**src/rtl/dbg_pkg.sv**
```systemverilog
// Shared types for the commit trace path between writeback and the simulation debugger.
package dbg_pkg;

   localparam int unsigned DBG_XLEN = 32;

   // 104-bit retired-instruction record as stored in the trace queue
   typedef struct packed {
      logic [DBG_XLEN-1:0] pc;
      logic [DBG_XLEN-1:0] inst;
      logic                gpr_wen;
      logic [4:0]          gpr_waddr;
      logic [DBG_XLEN-1:0] gpr_wdata;
      logic                brk;
      logic                ivd;
   } commit_rec_t;

endpackage

```
**src/rtl/commit_trace_queue_if.sv**
```systemverilog
// Writeback-to-trace-queue record handshake.
interface commit_trace_queue_if;
   import dbg_pkg::*;

   logic                wb_valid;
   logic                wb_ready;
   logic [DBG_XLEN-1:0] wb_pc;
   logic [DBG_XLEN-1:0] wb_inst;
   logic                wb_gpr_wen;
   logic [4:0]          wb_gpr_waddr;
   logic [DBG_XLEN-1:0] wb_gpr_wdata;
   logic                wb_brk;
   logic                wb_ivd;

   modport master (
      output wb_valid, wb_pc, wb_inst, wb_gpr_wen, wb_gpr_waddr, wb_gpr_wdata, wb_brk, wb_ivd,
      input  wb_ready
   );

   modport slave (
      input  wb_valid, wb_pc, wb_inst, wb_gpr_wen, wb_gpr_waddr, wb_gpr_wdata, wb_brk, wb_ivd,
      output wb_ready
   );

endinterface

```
**src/rtl/sync_fifo.sv**
```systemverilog
// Single-clock FIFO with extra-MSB pointers; push ignored when full, pop ignored when empty.
module sync_fifo #(
   parameter int unsigned WIDTH = 8,
   parameter int unsigned DEPTH = 4
) (
   input  logic                     clk,
   input  logic                     reset,
   input  logic                     push,
   input  logic                     pop,
   input  logic [WIDTH-1:0]         din,
   output logic [WIDTH-1:0]         dout,
   output logic                     full,
   output logic                     empty,
   output logic [$clog2(DEPTH):0]   count
);

   localparam int unsigned AW = $clog2(DEPTH);

   logic [WIDTH-1:0] mem [DEPTH];
   logic [AW:0]      wr_ptr;
   logic [AW:0]      rd_ptr;
   logic             do_push;
   logic             do_pop;

   assign do_push = push && !full;
   assign do_pop  = pop && !empty;

   always_ff @(posedge clk) begin
      if (reset) begin
         wr_ptr <= '0;
         rd_ptr <= '0;
      end else begin
         if (do_push) wr_ptr <= wr_ptr + 1'b1;
         if (do_pop)  rd_ptr <= rd_ptr + 1'b1;
      end
   end

   always_ff @(posedge clk) begin
      if (do_push) mem[wr_ptr[AW-1:0]] <= din;
   end

   assign dout  = mem[rd_ptr[AW-1:0]];
   assign empty = (wr_ptr == rd_ptr);
   assign full  = (wr_ptr[AW] != rd_ptr[AW]) && (wr_ptr[AW-1:0] == rd_ptr[AW-1:0]);
   assign count = wr_ptr - rd_ptr;

endmodule

```
**src/rtl/commit_trace_queue.sv**
```systemverilog
// Buffers retired records from WBU and replays them one per cycle to the debugger,
// stopping intake for good once a break or invalid-instruction record is accepted.
module commit_trace_queue
   import dbg_pkg::*;
#(
   parameter int unsigned DEPTH = 4
) (
   input  logic                      clk,
   input  logic                      reset,
   commit_trace_queue_if.slave       wb,
   input  logic                      drain_en,
   output logic [DBG_XLEN-1:0]       dbg_pc,
   output logic [DBG_XLEN-1:0]       dbg_inst,
   output logic                      dbg_done,
   output logic                      dbg_gpr_wen,
   output logic [DBG_XLEN-1:0]       dbg_gpr_waddr,
   output logic [DBG_XLEN-1:0]       dbg_gpr_wdata,
   output logic                      dbg_brk,
   output logic                      dbg_ivd,
   output logic                      halted,
   output logic [$clog2(DEPTH):0]    count
);

   commit_rec_t in_rec;
   commit_rec_t head_rec;
   logic        full;
   logic        empty;
   logic        push;
   logic        pop;

   // Ready is a function of registered state only, so a same-cycle pop never frees a slot early
   assign wb.wb_ready = !halted && !full;
   assign push        = wb.wb_valid && wb.wb_ready;
   assign pop         = drain_en && !empty;

   always_comb begin
      in_rec           = '0;
      in_rec.pc        = wb.wb_pc;
      in_rec.inst      = wb.wb_inst;
      in_rec.gpr_wen   = wb.wb_gpr_wen && (wb.wb_gpr_waddr != '0);
      in_rec.gpr_waddr = wb.wb_gpr_waddr;
      in_rec.gpr_wdata = wb.wb_gpr_wdata;
      in_rec.brk       = wb.wb_brk;
      in_rec.ivd       = wb.wb_ivd;
   end

   sync_fifo #(
      .WIDTH ($bits(commit_rec_t)),
      .DEPTH (DEPTH)
   ) u_fifo (
      .clk   (clk),
      .reset (reset),
      .push  (push),
      .pop   (pop),
      .din   (in_rec),
      .dout  (head_rec),
      .full  (full),
      .empty (empty),
      .count (count)
   );

   always_ff @(posedge clk) begin
      if (reset)
         halted <= 1'b0;
      else if (push && (wb.wb_brk || wb.wb_ivd))
         halted <= 1'b1;
   end

   // Strobes last one cycle per pop; data fields hold until the next pop
   always_ff @(posedge clk) begin
      if (reset) begin
         dbg_pc        <= '0;
         dbg_inst      <= '0;
         dbg_done      <= 1'b0;
         dbg_gpr_wen   <= 1'b0;
         dbg_gpr_waddr <= '0;
         dbg_gpr_wdata <= '0;
         dbg_brk       <= 1'b0;
         dbg_ivd       <= 1'b0;
      end else begin
         dbg_done    <= pop;
         dbg_gpr_wen <= pop && head_rec.gpr_wen;
         dbg_brk     <= pop && head_rec.brk;
         dbg_ivd     <= pop && head_rec.ivd;
         if (pop) begin
            dbg_pc        <= head_rec.pc;
            dbg_inst      <= head_rec.inst;
            dbg_gpr_waddr <= DBG_XLEN'(head_rec.gpr_waddr);
            dbg_gpr_wdata <= head_rec.gpr_wdata;
         end
      end
   end

endmodule

```
**src/flat_wrapper.sv**
```systemverilog
// flat-port wrapper written by rule: the top's interface ports become plain ports
module commit_trace_queue_flat import dbg_pkg::*;
#(
   parameter int unsigned DEPTH = 4
)
  (clk, reset, drain_en, dbg_pc, dbg_inst, dbg_done, dbg_gpr_wen, dbg_gpr_waddr, dbg_gpr_wdata, dbg_brk, dbg_ivd, halted, count, wb_wb_valid, wb_wb_pc, wb_wb_inst, wb_wb_gpr_wen, wb_wb_gpr_waddr, wb_wb_gpr_wdata, wb_wb_brk, wb_wb_ivd, wb_wb_ready);
  commit_trace_queue_if wb_i ();
  input  logic clk;
  input  logic reset;
  input  logic drain_en;
  output logic [DBG_XLEN-1:0] dbg_pc;
  output logic [DBG_XLEN-1:0] dbg_inst;
  output logic dbg_done;
  output logic dbg_gpr_wen;
  output logic [DBG_XLEN-1:0] dbg_gpr_waddr;
  output logic [DBG_XLEN-1:0] dbg_gpr_wdata;
  output logic dbg_brk;
  output logic dbg_ivd;
  output logic halted;
  output logic [$clog2(DEPTH):0] count;
  input wire logic [$bits(wb_i.wb_valid)-1:0] wb_wb_valid;
  input wire logic [$bits(wb_i.wb_pc)-1:0] wb_wb_pc;
  input wire logic [$bits(wb_i.wb_inst)-1:0] wb_wb_inst;
  input wire logic [$bits(wb_i.wb_gpr_wen)-1:0] wb_wb_gpr_wen;
  input wire logic [$bits(wb_i.wb_gpr_waddr)-1:0] wb_wb_gpr_waddr;
  input wire logic [$bits(wb_i.wb_gpr_wdata)-1:0] wb_wb_gpr_wdata;
  input wire logic [$bits(wb_i.wb_brk)-1:0] wb_wb_brk;
  input wire logic [$bits(wb_i.wb_ivd)-1:0] wb_wb_ivd;
  output wire logic [$bits(wb_i.wb_ready)-1:0] wb_wb_ready;
  assign wb_i.wb_valid = wb_wb_valid;
  assign wb_i.wb_pc = wb_wb_pc;
  assign wb_i.wb_inst = wb_wb_inst;
  assign wb_i.wb_gpr_wen = wb_wb_gpr_wen;
  assign wb_i.wb_gpr_waddr = wb_wb_gpr_waddr;
  assign wb_i.wb_gpr_wdata = wb_wb_gpr_wdata;
  assign wb_i.wb_brk = wb_wb_brk;
  assign wb_i.wb_ivd = wb_wb_ivd;
  assign wb_wb_ready = wb_i.wb_ready;
  commit_trace_queue #(.DEPTH(DEPTH)) u_core (.clk(clk), .reset(reset), .wb(wb_i), .drain_en(drain_en), .dbg_pc(dbg_pc), .dbg_inst(dbg_inst), .dbg_done(dbg_done), .dbg_gpr_wen(dbg_gpr_wen), .dbg_gpr_waddr(dbg_gpr_waddr), .dbg_gpr_wdata(dbg_gpr_wdata), .dbg_brk(dbg_brk), .dbg_ivd(dbg_ivd), .halted(halted), .count(count));
endmodule
```
**config.mk**
```make
export PLATFORM = sky130hd
export DESIGN_NAME = commit_trace_queue_flat
export DESIGN_NICKNAME = d
export VERILOG_FILES = /design/src/rtl/dbg_pkg.sv /design/src/rtl/commit_trace_queue_if.sv /design/src/rtl/sync_fifo.sv /design/src/rtl/commit_trace_queue.sv /design/src/flat_wrapper.sv
export SDC_FILE = /design/constraint.sdc
export NUM_CORES = 1
export LEC_CHECK = 0
export ABC_CLOCK_PERIOD_IN_PS = 11900
export CORE_MARGIN = 1
export CORE_UTILIZATION = 50
export DETAILED_ROUTE_END_ITERATION = 10
export PLACE_DENSITY = 0.73
export SLEW_MARGIN = 20
export SYNTH_ARGS = -nofsm -noshare
export SYNTH_HDL_FRONTEND = slang
export SYNTH_SLANG_ARGS = --single-unit
export TNS_END_PERCENT = 50
```
**constraint.sdc**
```tcl
create_clock -name clk -period 11.9 [get_ports clk]
set_clock_uncertainty 0.1 [all_clocks]
set_input_delay 1.785 -clock clk [delete_from_list [all_inputs] [get_ports clk]]
set_output_delay 1.785 -clock clk [all_outputs]
set_load 0.005 [all_outputs]
```
# After elaboration in Yosys (flattened, before gate mapping)
# Memory sizes are Yosys's and may differ from the RTL's. A register that Yosys moved wholly into a read port is not among the register bits.
# Cells that the tools add are included.
# op_classes
addsub	3
n_eq_ne	3
n_mux	4
reduce_logical	16
# op_table
cell	count
1-bit logical AND	11
3-bit by 1-bit adder with 3-bit output (second input constant)	2
5-bit nonzero test	1
2-bit 2-to-1 mux	2
3-bit == test	1
1-bit zero test	3
3-bit subtractor	1
2-bit == test	1
1-bit 2-to-1 mux	2
1-bit logical OR	1
1-bit != test	1
# word_totals
ff_bits	112
mem_bits_rw	416
in_bits	108
out_inout_bits	137
wordCells	38
memories	1
# memory_table
name	depth	width	read_ports	rd_ports_with_merged_regs	wr	line_no	rtl
u_core.u_fifo.mem	4	104	1	1	1	sync_fifo.sv:19	logic [WIDTH-1:0] mem [DEPTH];

# Logic depth before layout (Yosys ltp)
# Gate-level depths: netlist (run 1).
# logic_depth
ltp_word	8
mapped_depth	8
mapped_depth_nobuf	5

# Modules after synthesis
# Synthesis (run 1) repeated with hierarchy kept, for this count alone.
# hier_totals
hier_cells	1094
area_unflattened_um2	19648.8
# modules_own_cells
mod	n_inst	cells_per_inst	area_each_um2	seq_area_each_um2
sync_fifo	1	610	15625.0	12652.1
commit_trace_queue	1	484	4023.9	2122.0

# Worst setup path after synthesis (run 1)
# No wires, ideal clock.
# synth_path
path_type	input-to-reg
startpoint	input port wb_wb_valid
endpoint	register u_core.u_fifo.wr_ptr[2]
setup_ns	0.097
t_arrival_ns	10.637
required_time_ns	11.703
slack_ns	1.066
path_stages	3
n_path_buf	0
cell_sequence	nand2b_1 > a211oi_1 > mux2_2
# synth_via
elab_chain_cells	2
# synth_lines
item	line_no	rtl
from (decl)	flat_wrapper.sv:21	input wire logic [$bits(wb_i.wb_valid)-1:0] wb_wb_valid;
1-bit logical AND	commit_trace_queue.sv:33	assign push = wb.wb_valid && wb.wb_ready;
1-bit logical AND	sync_fifo.sv:25	assign do_push = push && !full;
to (signal assigned)	sync_fifo.sv:33	if (do_push) wr_ptr <= wr_ptr + 1'b1;
to (decl)	sync_fifo.sv:20	logic [AW:0] wr_ptr;
# No other way between the ends.
# A chain may end at the register's enable or synchronous reset.

# Worst setup path after layout (run 1)
# layout_path
startpoint	input port wb_wb_valid
endpoint	memory u_core.u_fifo.mem[0][81] (netlist bit) (enable)
# layout_via
elab_chain_cells	4
# layout_lines
item	line_no	rtl
1-bit logical AND	commit_trace_queue.sv:33	
1-bit logical AND	sync_fifo.sv:25	
1-bit 2-to-1 mux	sync_fifo.sv:39	if (do_push) mem[wr_ptr[AW-1:0]] <= din;
1-bit 2-to-1 mux (not written as such)	sync_fifo.sv:39	
to (decl)	sync_fifo.sv:19	
# No other way between the ends.

==> out/qor.tcl, run 1 <==
set qor(post-route-cell-area_um2) 23190
set qor(portBuffers) 217
set qor(finalHoldViolCount) 0
set qor(seq_area_frac_synth_pct) 77.97
set qor(worst-setup-path-type) {input port to flop}
set qor(post-cts-setup-buffer-count) 0
set qor(post_cts_resized) 0
set qor(slowest_stage) {and2_4}
set qor(cts.hold.buffers_added) 0
set qor(synth_most_common_cell) {edfxtp_1}
set qor(synth_area_um2) 18950
set qor(drc_errors) 0
set qor(place_area_um2) 21470
set qor(layout-area-overhead-vs-synth_pct) 22.38
set qor(place_inst) 1553
set qor(grt-ovfl-total) 0
set qor(clock-root-buffer) {clkbuf_16}
set qor(dp_hpwl_um) 21440
set qor(synth-seq-cells) 530
set qor(initialDrtViolationCount) 682
set qor(drive_gt1_share_pct) 17.92
set qor(worst_setup_start_kind) {input port}
set qor(cpPeakStageDelay_ns) 0.86
set qor(maximum_number_of_pins_on_one_net_before_global_route_repair) 73
set qor(postSynthCellCount) 872
set qor(clockBufferDepth) 3
set qor(crit_fanout) 63
set qor(core_area_um2) 36960
set qor(final_cell_count_no_fill) 1651
set qor(worst-endpoint-arrival_ns) 4.44
set qor(via_per_inst) 5.422
set qor(total_leakage_power_uw) 0.007620
set qor(ys_async_sr_fraction_pct) 0
set qor(grt_util_met3_pct) 4.654
set qor(grt_most_used_layer) {met2}
set qor(initial_core_util_pct) 51.27
set qor(dieHeight_um) 196.7
set qor(io_pins) 245
set qor(path_cells) {clkdlybuf4s50_1 -> nand2b_1 -> a21oi_1 -> and2_4 -> buf_4}
set qor(result_of_the_run) {complete, no violations}
set qor(synth.distinct_cells) 38
set qor(fin_tns_setup_ns) 0
set qor(min_path_type) {flop to flop}
set qor(post-route-period-util_pct) 36.63
set qor(synth.cells.most_frequent) {edfxtp_1, dfxtp_1, mux4_2}
set qor(post_synth_main_area_contributors) {edfxtp_1, mux4_2, dfxtp_1}
set qor(critical_path_required_ns) 11.98
set qor(setup_violations) 0
set qor(maxSlewHeadroom_pct) 27.63
set qor(grt_pass1_wl_um) 55190
set qor(timing.final.crit_period_ns) 4.359
set qor(clk_pin_slew_ns) 0.06
set qor(post-synth-top-area-fraction_pct) 65.93
set qor(num-nets-final) 1219
set qor(drt_pass1_iterations) 5
set qor(syn_area_per_cell_um2) 21.73
set qor(number_of_enable_type_register_cells_in_the_synthesized_netlist) 416
set qor(ant_nets) 0
set qor(number_of_antenna_violations_at_the_first_check_in_global_routing) 5
set qor(crit_path_end_kind) {flop}
set qor(clkLatencyLatePin_ns) 0.55
set qor(fmax_mhz) 229.4
set qor(route.detailed.wl_per_inst_um) 22.19
set qor(numCtsBuffers) 52
set qor(yosysTopAreaCell) {edfxtp_1}
set qor(postRouteWirelength_um) 36630
set qor(dieWidth_um) 196.7
set qor(vdd.ir_drop.worst_mv) 0.1514
set qor(vias) 8951
set qor(global_route_met1_utilization_pct) 27.14
set qor(fp-row-count) 70
set qor(fp.dieArea_um2) 38680
set qor(track_usage_pct) 19.13
set qor(synth-main-ff-cell) {edfxtp_1}
set qor(cts.sink_count) 530
set qor(synth.yosys.warnings) 0
set qor(groute.layer.met2.usage_pct) 30.47
set qor(final_weighted_congestion_of_routability_driven_global_placement) 0.7333
set qor(power_density_nw_per_um2) 194.6
set qor(timing.max_cap.violations) 0
set qor(via_count_of_the_first_global_routing_pass) 9145
set qor(worst-slew-pin-transition_ns) 1.086
set qor(h-tree-depth) 2
set qor(timing.final.max_slew_violations) 0
set qor(grt_setup_unrepaired) {no}
set qor(tritoncts) {yes}
power breakdown:
group	total, uW	switching (uW)	internal, uW
clock	1630	658	967
combinational	639	269	370
sequential	2250	92.1	2160
total	4510	1020	3490
cells in the final DEF (no fill, tap or decap), types with 3 or more instances in the layout:
cell / count
buf_4: 10
clkbuf_1: 11
nor2_1: 6
and2_4: 3
bufinv_16: 5
conb_1: 27
inv_1: 8
nand2_1: 3
clkinv_1: 6
mux4_2: 104
mux2_2: 4
a22o_1: 101
clkinv_2: 10
ha_1: 7
clkbuf_16: 53
dfxtp_1: 112
clkdlybuf4s50_1: 217
edfxtp_1: 416
diode_2: 3
clkbuf_8: 7
and2_1: 4
final timing paths:
kind | slack (ns) | from | end | cells past startpoint
min reg2reg | 0.37 | u_core.dbg_inst[1]$_SDFFE_PP0P_ | u_core.dbg_inst[1]$_SDFFE_PP0P_ | 1
max reg2reg | 8.20 | u_core.u_fifo.wr_ptr[0]$_SDFFE_PP0P_ | u_core.u_fifo.mem[0][81]$_DFFE_PP_ | 6
min | 0.37 | u_core.dbg_inst[1]$_SDFFE_PP0P_ | u_core.dbg_inst[1]$_SDFFE_PP0P_ | 1
max | 7.54 | wb_wb_valid | u_core.u_fifo.mem[0][81]$_DFFE_PP_ | 5
logic make-up (layout without fill, tap and decap cells):
| logic type | Yosys count | after routing | share of synthesized area (%) |
|---|---|---|---|
| flip-flops | 530 | 530 | 77.97 |
| AO/OA/AOI/OAI | 113 | 113 | 5.137 |
| multiplexers | 109 | 109 | 12.65 |
| buffers and inverters | 84 | 330 | 2.787 |
| AND/OR/NAND/NOR | 24 | 24 | 0.6867 |
| adder cells (fa/ha/maj) | 8 | 8 | 0.5679 |
| XOR/XNOR | 3 | 3 | 0.1783 |
| other | 1 | 30 | 0.01979 |
per-stage QoR:
| stage | util [%] | hold WS [ns] | setup WS (ns) | power, uW |
|---|---|---|---|---|
| finish | 62.74 | 0.3734 | 7.541 | 4512 |
| detailed placement | 58.09 | 0.3672 | 6.956 | 2938 |
| CTS | 62.72 | 0.3804 | 7.541 | 4562 |
| global placement | 58.09 | 0.3618 | 6.964 | 2924 |
| global route | 62.72 | 0.3888 | 7.414 | 4684 |
| floorplan | - | 0.3660 | 1.066 | 2638 |
final cells by class:
class                   instances  area [um2]
clock inverters                24       249.0
inverters                       8       30.03
flip-flops and latches        530       14780
fillers                      2561       13770
repair buffers                227        2247
multi-input cells             284        3780
well taps                     504       630.6
diodes                          3       7.507
clock buffers                  71        1464
registers in the layout, summed over array words and instances (netlist names), 3 cells and up, named ones only:
name and cells:
u_core.u_fifo.wr_ptr 3, u_core.dbg_gpr_waddr 5, u_core.u_fifo.mem 416, u_core.dbg_gpr_wdata 32, u_core.u_fifo.rd_ptr 3, u_core.dbg_inst 32
u_core.dbg_pc 32
routing by layer:
| metal | part of all wire [%] | vias to the layer above |
|---|---|---|
| met5 | 0.12 | - |
| met3 | 7.2 | 55 |
| met4 | 1.5 | 6 |
| met1 | 43 | 4583 |
| met2 | 49 | 304 |
| li1 | - | 4003 |
critical path, delay by kind of cell:
family                 cells  cell delay [ns]
and+or+nand+nor            2             0.97
buffers and inverters      2             1.11
AOI/OAI and AO/OA          1             0.43
(Power assumes the default switching activity.)
==> run 2: changes to the inputs <==
--- a/config.mk
+++ b/config.mk
@@ -5,7 +5,7 @@
 export SDC_FILE = /design/constraint.sdc
 export NUM_CORES = 1
 export LEC_CHECK = 0
-export ABC_CLOCK_PERIOD_IN_PS = 11900
+export ABC_CLOCK_PERIOD_IN_PS = 4500
 export CORE_MARGIN = 1
 export CORE_UTILIZATION = 50
 export DETAILED_ROUTE_END_ITERATION = 10
==> constraint.sdc (replaced) <==
create_clock -name clk -period 4.5 [get_ports clk]
set_clock_uncertainty 0.1 [all_clocks]
set_input_delay 0.675 -clock clk [delete_from_list [all_inputs] [get_ports clk]]
set_output_delay 0.675 -clock clk [all_outputs]
set_load 0.005 [all_outputs]
==> run 2 against run 1 <==
Effect of this change: sequential power rose to 2.6 times the previous value; power rose to 2.6 times the previous value; count of clock-buffer cells in the layout up 1; die area unchanged; sequential share of layout area up 0.13 points.
==> out/qor.tcl, run 2 (synthesis gave the netlist of run 1 again) <==
set qor(result_of_the_run) {complete, no violations}
set qor(worst-endpoint-arrival_ns) 3.28
set qor(clkLatencyLatePin_ns) 0.56
set qor(clock-root-buffer) {clkbuf_16}
set qor(setup_violations) 0
set qor(layout-area-overhead-vs-synth_pct) 22.14
set qor(total_leakage_power_uw) 0.007585
set qor(cpPeakStageDelay_ns) 0.69
set qor(p_int_uw) 8950
set qor(core_area_um2) 36960
set qor(fin_tns_setup_ns) 0
set qor(drc_errors) 0
set qor(via_per_inst) 5.444
set qor(drt_pass1_iterations) 5
set qor(h-tree-depth) 2
set qor(grt_setup_unrepaired) {no}
set qor(critical_path_buf_inv_count) 2
set qor(cts.hold.buffers_added) 0
set qor(most_common_cell_after_layout_fill_and_taps_aside) {edfxtp_1}
set qor(track_usage_pct) 19.09
set qor(fin_total_pwr_uw) 11600
set qor(maximum_number_of_pins_on_one_net_before_global_route_repair) 106
set qor(power_density_nw_per_um2) 501.1
set qor(post-route-period-util_pct) 70.15
set qor(ant_nets) 0
set qor(final_weighted_congestion_of_routability_driven_global_placement) 0.7346
set qor(portBuffers) 217
set qor(num-nets-final) 1222
set qor(cts.sink_count) 530
set qor(number_of_antenna_violations_at_the_first_check_in_global_routing) 7
set qor(min_path_type) {flop to flop}
set qor(power.share.switching_pct) 22.83
set qor(seq_power_share_pct) 51.1
set qor(worst-slew-pin-transition_ns) 0.8429
set qor(maxSlewHeadroom_pct) 43.80
set qor(comb_power_share_pct) 14.9
set qor(drive_gt1_share_pct) 17.80
set qor(io_pins) 245
set qor(worst_setup_start_kind) {flop}
set qor(timing.final.max_slew_violations) 0
set qor(tritoncts) {yes}
set qor(post_cts_resized) 0
set qor(initialDrtViolationCount) 598
set qor(vdd.ir_drop.worst_mv) 0.3567
set qor(total_switching_power_uw) 2647
set qor(initial_core_util_pct) 51.27
set qor(timing.final.crit_period_ns) 3.157
set qor(kind_of_cell_adding_the_most_delay_to_the_critical_path) {simple AND/OR/NAND/NOR gates}
set qor(clockBufferDepth) 3
set qor(seq_area_um2) 14780
set qor(fp.dieArea_um2) 38680
set qor(fmax_mhz) 316.8
set qor(multi_input_area_um2) 3780
set qor(dp_hpwl_um) 20870
set qor(worst-setup-path-type) {flop to flop}
set qor(crit_fanout) 43
set qor(slowest_stage) {and2_4}
set qor(path_cells) {inv_1 -> ha_1 -> and2_1 -> a21oi_1 -> and2_4 -> buf_4}
set qor(grt_pass1_wl_um) 55370
set qor(clk_pin_slew_ns) 0.06
set qor(dieHeight_um) 196.7
set qor(timing.max_cap.violations) 0
set qor(largest_register_ff_count) 416
set qor(route.detailed.wl_per_inst_um) 21.86
set qor(post-cts-setup-buffer-count) 0
set qor(crit_path_end_kind) {flop}
set qor(final.fill_count) 2586
set qor(numCtsBuffers) 51
set qor(most-common-layout-cells) {edfxtp_1, clkdlybuf4s50_1, dfxtp_1, mux4_2, a22o_1}
set qor(clock_power_share_pct) 34.0
set qor(vias) 8993
set qor(grt-ovfl-total) 0
set qor(critical_path_required_ns) 4.63
set qor(postRouteWirelength_um) 36120
set qor(dieWidth_um) 196.7
set qor(slack_of_the_worst_reg_to_reg_path_ns) 1.34
set qor(finalHoldViolCount) 0
set qor(via_count_of_the_first_global_routing_pass) 9553
set qor(fp-row-count) 70
run 2: cell types whose count changed in the layout (fill, tap and decap cells not counted), moves of 2 or more:
cell / change
clkbuf_16: -2
buf_4: -3
buf_12: +7
bufinv_16: -4
clkbuf_1: +4
run 2: metal layers:
layer  part of all wire [%]  GRT usage (%)  vias to the layer above
li1                       -              -                     4023
met1                     42          25.56                     4614
met2                     49          31.56                      288
met3                    6.9          4.962                       58
met4                    1.8          4.565                       10
met5                   0.18              0                        -
run 2: area by class of cell:
class                   instances  area share, %
flip-flops and latches        530          63.87
multi-input cells             284          16.33
repair buffers                231          10.22
clock buffers                  72          6.115
well taps                     504          2.725
clock inverters                21         0.5893
inverters                       8         0.1298
diodes                          2        0.02163
run 2: power groups by stage:
| stage | clock [uW] | combinational, uW | sequential [uW] |
|---|---|---|---|
| CTS | 4040 | 1760 | 5940 |
| detailed placement | 0 | 1760 | 6030 |
| global route | 4220 | 1860 | 5970 |
| floorplan | 0 | 1020 | 5960 |
| global placement | 0 | 1730 | 6030 |
| finish | 3940 | 1720 | 5930 |
run 2: stage by stage:
step	instance area (um2)	util [%]	setup WS (ns)	cells	hold slack (ns)
final	23140	62.62	1.343	1652	0.3747
after floorplan	19060	-	0.01643	898	0.3660
after global placement	21590	58.41	1.238	1557	0.3568
after detailed placement	21590	58.41	1.182	1557	0.3655
after global routing	23140	62.60	1.127	1650	0.3857
after CTS	23140	62.60	1.306	1650	0.3797
run 2: final timing paths:
path                                         from                            endpoint  depth (start not counted)
max          u_core.u_fifo.wr_ptr[0]$_SDFFE_PP0P_  u_core.u_fifo.mem[0][20]$_DFFE_PP_                          6
max reg2reg  u_core.u_fifo.wr_ptr[0]$_SDFFE_PP0P_  u_core.u_fifo.mem[0][20]$_DFFE_PP_                          6
min              u_core.dbg_inst[28]$_SDFFE_PP0P_    u_core.dbg_inst[28]$_SDFFE_PP0P_                          1
min reg2reg      u_core.dbg_inst[28]$_SDFFE_PP0P_    u_core.dbg_inst[28]$_SDFFE_PP0P_                          1
==> run 3: changes to the inputs <==
--- a/config.mk
+++ b/config.mk
@@ -5,11 +5,11 @@
 export SDC_FILE = /design/constraint.sdc
 export NUM_CORES = 1
 export LEC_CHECK = 0
-export ABC_CLOCK_PERIOD_IN_PS = 4500
+export ABC_CLOCK_PERIOD_IN_PS = 2900
 export CORE_MARGIN = 1
-export CORE_UTILIZATION = 50
+export CORE_UTILIZATION = 49
 export DETAILED_ROUTE_END_ITERATION = 10
-export PLACE_DENSITY = 0.73
+export PLACE_DENSITY = 0.75
 export SLEW_MARGIN = 20
 export SYNTH_ARGS = -nofsm -noshare
 export SYNTH_HDL_FRONTEND = slang
==> constraint.sdc (replaced) <==
create_clock -name clk -period 2.9 [get_ports clk]
set_clock_uncertainty 0.1 [all_clocks]
set_input_delay 0.435 -clock clk [delete_from_list [all_inputs] [get_ports clk]]
set_output_delay 0.435 -clock clk [all_outputs]
set_load 0.005 [all_outputs]
==> run 3 against run 2 <==
Effect of this change: count of clock-buffer cells in the layout fell by 6; global-route usage grew 0.10 points; routed wire length rose by 3.0%; combinational power rose by 65%; sequential cell count did not move; clock power increased by 68%; register-to-register slack got worse by 0.55 ns; sequential share of layout area decreased by 1.1 points.
==> out/qor.tcl, run 3 (synthesis gave the netlist of run 1 again) <==
set qor(result_of_the_run) {complete, no violations}
set qor(grt_pass1_wl_um) 55950
set qor(cts.hold.buffers_added) 0
set qor(slowest_stage) {clkdlybuf4s50_1}
set qor(clockBufferDepth) 3
set qor(drive_gt1_share_pct) 19.52
set qor(via_per_inst) 5.471
set qor(initial_core_util_pct) 50.07
set qor(final.fill_count) 2617
set qor(critical_path.reg2reg.startpoint) {u_core.u_fifo.wr_ptr[0]$_SDFFE_PP0P_}
set qor(critical_path_buf_inv_count) 3
set qor(drc_errors) 0
set qor(clock-root-buffer) {clkbuf_16}
set qor(setup_violations) 0
set qor(portBuffers) 217
set qor(ant_nets) 0
set qor(seq_area_um2) 14790
set qor(crit_fanout) 4
set qor(top_signal_layer_used) {met4}
set qor(cpPeakStageDelay_ns) 0.52
set qor(cts.sink_count) 530
set qor(maximum_number_of_pins_on_one_net_before_global_route_repair) 62
set qor(core_area_um2) 37840
set qor(fmax_mhz) 361.1
set qor(timing.final.crit_period_ns) 2.770
set qor(layout-area-overhead-vs-synth_pct) 24.35
set qor(grt_setup_unrepaired) {no}
set qor(num-nets-final) 1234
set qor(endpoint_of_the_lowest_slack_register_to_register_path) {u_core.u_fifo.mem[3][26]$_DFFE_PP_}
set qor(total_leakage_power_uw) 0.007741
set qor(worst-endpoint-arrival_ns) 2.23
set qor(power.share.switching_pct) 22.60
set qor(h-tree-depth) 2
set qor(kind_of_cell_adding_the_most_delay_to_the_critical_path) {buffers and inverters}
set qor(most-common-layout-cells) {edfxtp_1, clkdlybuf4s50_1, dfxtp_1, mux4_2, a22o_1}
set qor(vdd.ir_drop.worst_mv) 0.6210
set qor(drt_pass1_iterations) 5
set qor(slack_of_the_worst_reg_to_reg_path_ns) 0.79
set qor(timing.critical_path.depth) 6
set qor(clock_power_share_pct) 35.6
set qor(multi_input_area_um2) 3807
set qor(maxSlewHeadroom_pct) 56.52
set qor(finalHoldViolCount) 0
set qor(total_switching_power_uw) 4203
set qor(worst-slew-pin-transition_ns) 0.6522
set qor(route.detailed.wl_per_inst_um) 22.25
set qor(comb_power_share_pct) 15.2
set qor(io_pins) 245
set qor(number_of_antenna_violations_at_the_first_check_in_global_routing) 4
set qor(power_density_nw_per_um2) 789.2
set qor(post_cts_resized) 0
set qor(dp_hpwl_um) 21730
set qor(worst_setup_start_kind) {flop}
set qor(via_count_of_the_first_global_routing_pass) 9637
set qor(path_cells) {inv_2 -> ha_4 -> inv_1 -> fa_1 -> xnor2_1 -> clkdlybuf4s50_1}
set qor(seq_power_share_pct) 49.2
set qor(vias) 9147
set qor(initialDrtViolationCount) 516
set qor(timing.final.max_slew_violations) 0
set qor(timing.max_cap.violations) 0
set qor(post-route-period-util_pct) 95.50
set qor(detail_route.wirelength.met1_um) 15140
set qor(most_common_cell_after_layout_fill_and_taps_aside) {edfxtp_1}
set qor(min_path_type) {flop to flop}
set qor(worst_r2r_path_depth) 6
set qor(crit_path_end_kind) {output pin}
set qor(tritoncts) {yes}
set qor(hold_slack_ns) 0.3763
set qor(hold-path-cell-count) 1
set qor(postRouteWirelength_um) 37200
set qor(clk_pin_slew_ns) 0.06
set qor(fp-row-count) 71
set qor(sum_of_met2_wire_segment_lengths_after_detailed_routing_um) 18270
set qor(fin_total_pwr_uw) 18600
set qor(clkLatencyLatePin_ns) 0.58
set qor(track_usage_pct) 19.20
set qor(p_int_uw) 14390
set qor(numCtsBuffers) 51
set qor(cp-endpoint) {count[2]}
set qor(setup.worst_path.start) {u_core.u_fifo.wr_ptr[0]$_SDFFE_PP0P_}
set qor(post-cts-setup-buffer-count) 0
set qor(grt-ovfl-total) 0
set qor(largest_register_ff_count) 416
set qor(dieWidth_um) 198.6
set qor(final_weighted_congestion_of_routability_driven_global_placement) 0.7931
set qor(dieHeight_um) 198.6
set qor(fp.dieArea_um2) 39460
set qor(critical_path_required_ns) 2.37
set qor(dr_wl_met3_um) 3122
set qor(worst-setup-path-type) {flop to output pin}
[run 3: final cells by class]
cell class | count | share of cell area [%]
timing repair buffer | 243 | 11.06
inverter | 8 | 0.1274
sequential | 530 | 62.77
multi-input combinational | 284 | 16.16
antenna | 3 | 0.03186
clock inverter | 27 | 1.227
tap | 511 | 2.713
clock buffer | 66 | 5.921
[run 3: per-layer routing]
layer,global-route usage [%],vias up
met5,0,-
met4,5.726,0
met3,5.510,44
met2,31.82,316
met1,24.63,4741
li1,-,4046
[run 3: stage by stage]
stage | area [um2] | TNS (ns) | instances | utilization, % | worst slack [ns]
final | 23560 | 0 | 1672 | 62.26 | 0.1304
after global routing | 23560 | 0 | 1669 | 62.24 | 0.03052
after CTS | 23560 | 0 | 1669 | 62.24 | 0.07332
after detailed placement | 21870 | 0 | 1576 | 57.79 | 0.5449
after global placement | 21870 | 0 | 1576 | 57.79 | 0.5486
after floorplan | 19110 | -420.60 | 898 | - | -1.438
[run 3: how the worst min path moves through the flow]
stage                                          from                            endpoint  slack (ns)
finish               u_core.dbg_pc[12]$_SDFFE_PP0P_      u_core.dbg_pc[12]$_SDFFE_PP0P_        0.38
global route                         wb_wb_inst[15]  u_core.u_fifo.mem[1][55]$_DFFE_PP_        0.37
detailed placement   u_core.dbg_pc[26]$_SDFFE_PP0P_      u_core.dbg_pc[26]$_SDFFE_PP0P_        0.37
floorplan           u_core.dbg_inst[9]$_SDFFE_PP0P_     u_core.dbg_inst[9]$_SDFFE_PP0P_        0.37
global placement    u_core.dbg_inst[9]$_SDFFE_PP0P_     u_core.dbg_inst[9]$_SDFFE_PP0P_        0.36
CTS                             wb_wb_gpr_wdata[28]  u_core.u_fifo.mem[3][30]$_DFFE_PP_        0.35
[run 3: power groups by stage]
stage / combinational [uW] / sequential (uW) / clock [uW]
global placement: 2840 / 9290 / 0
detailed placement: 2870 / 9310 / 0
finish: 2830 / 9150 / 6620
CTS: 2890 / 9160 / 6760
global route: 3060 / 9210 / 7030
floorplan: 1610 / 9250 / 0
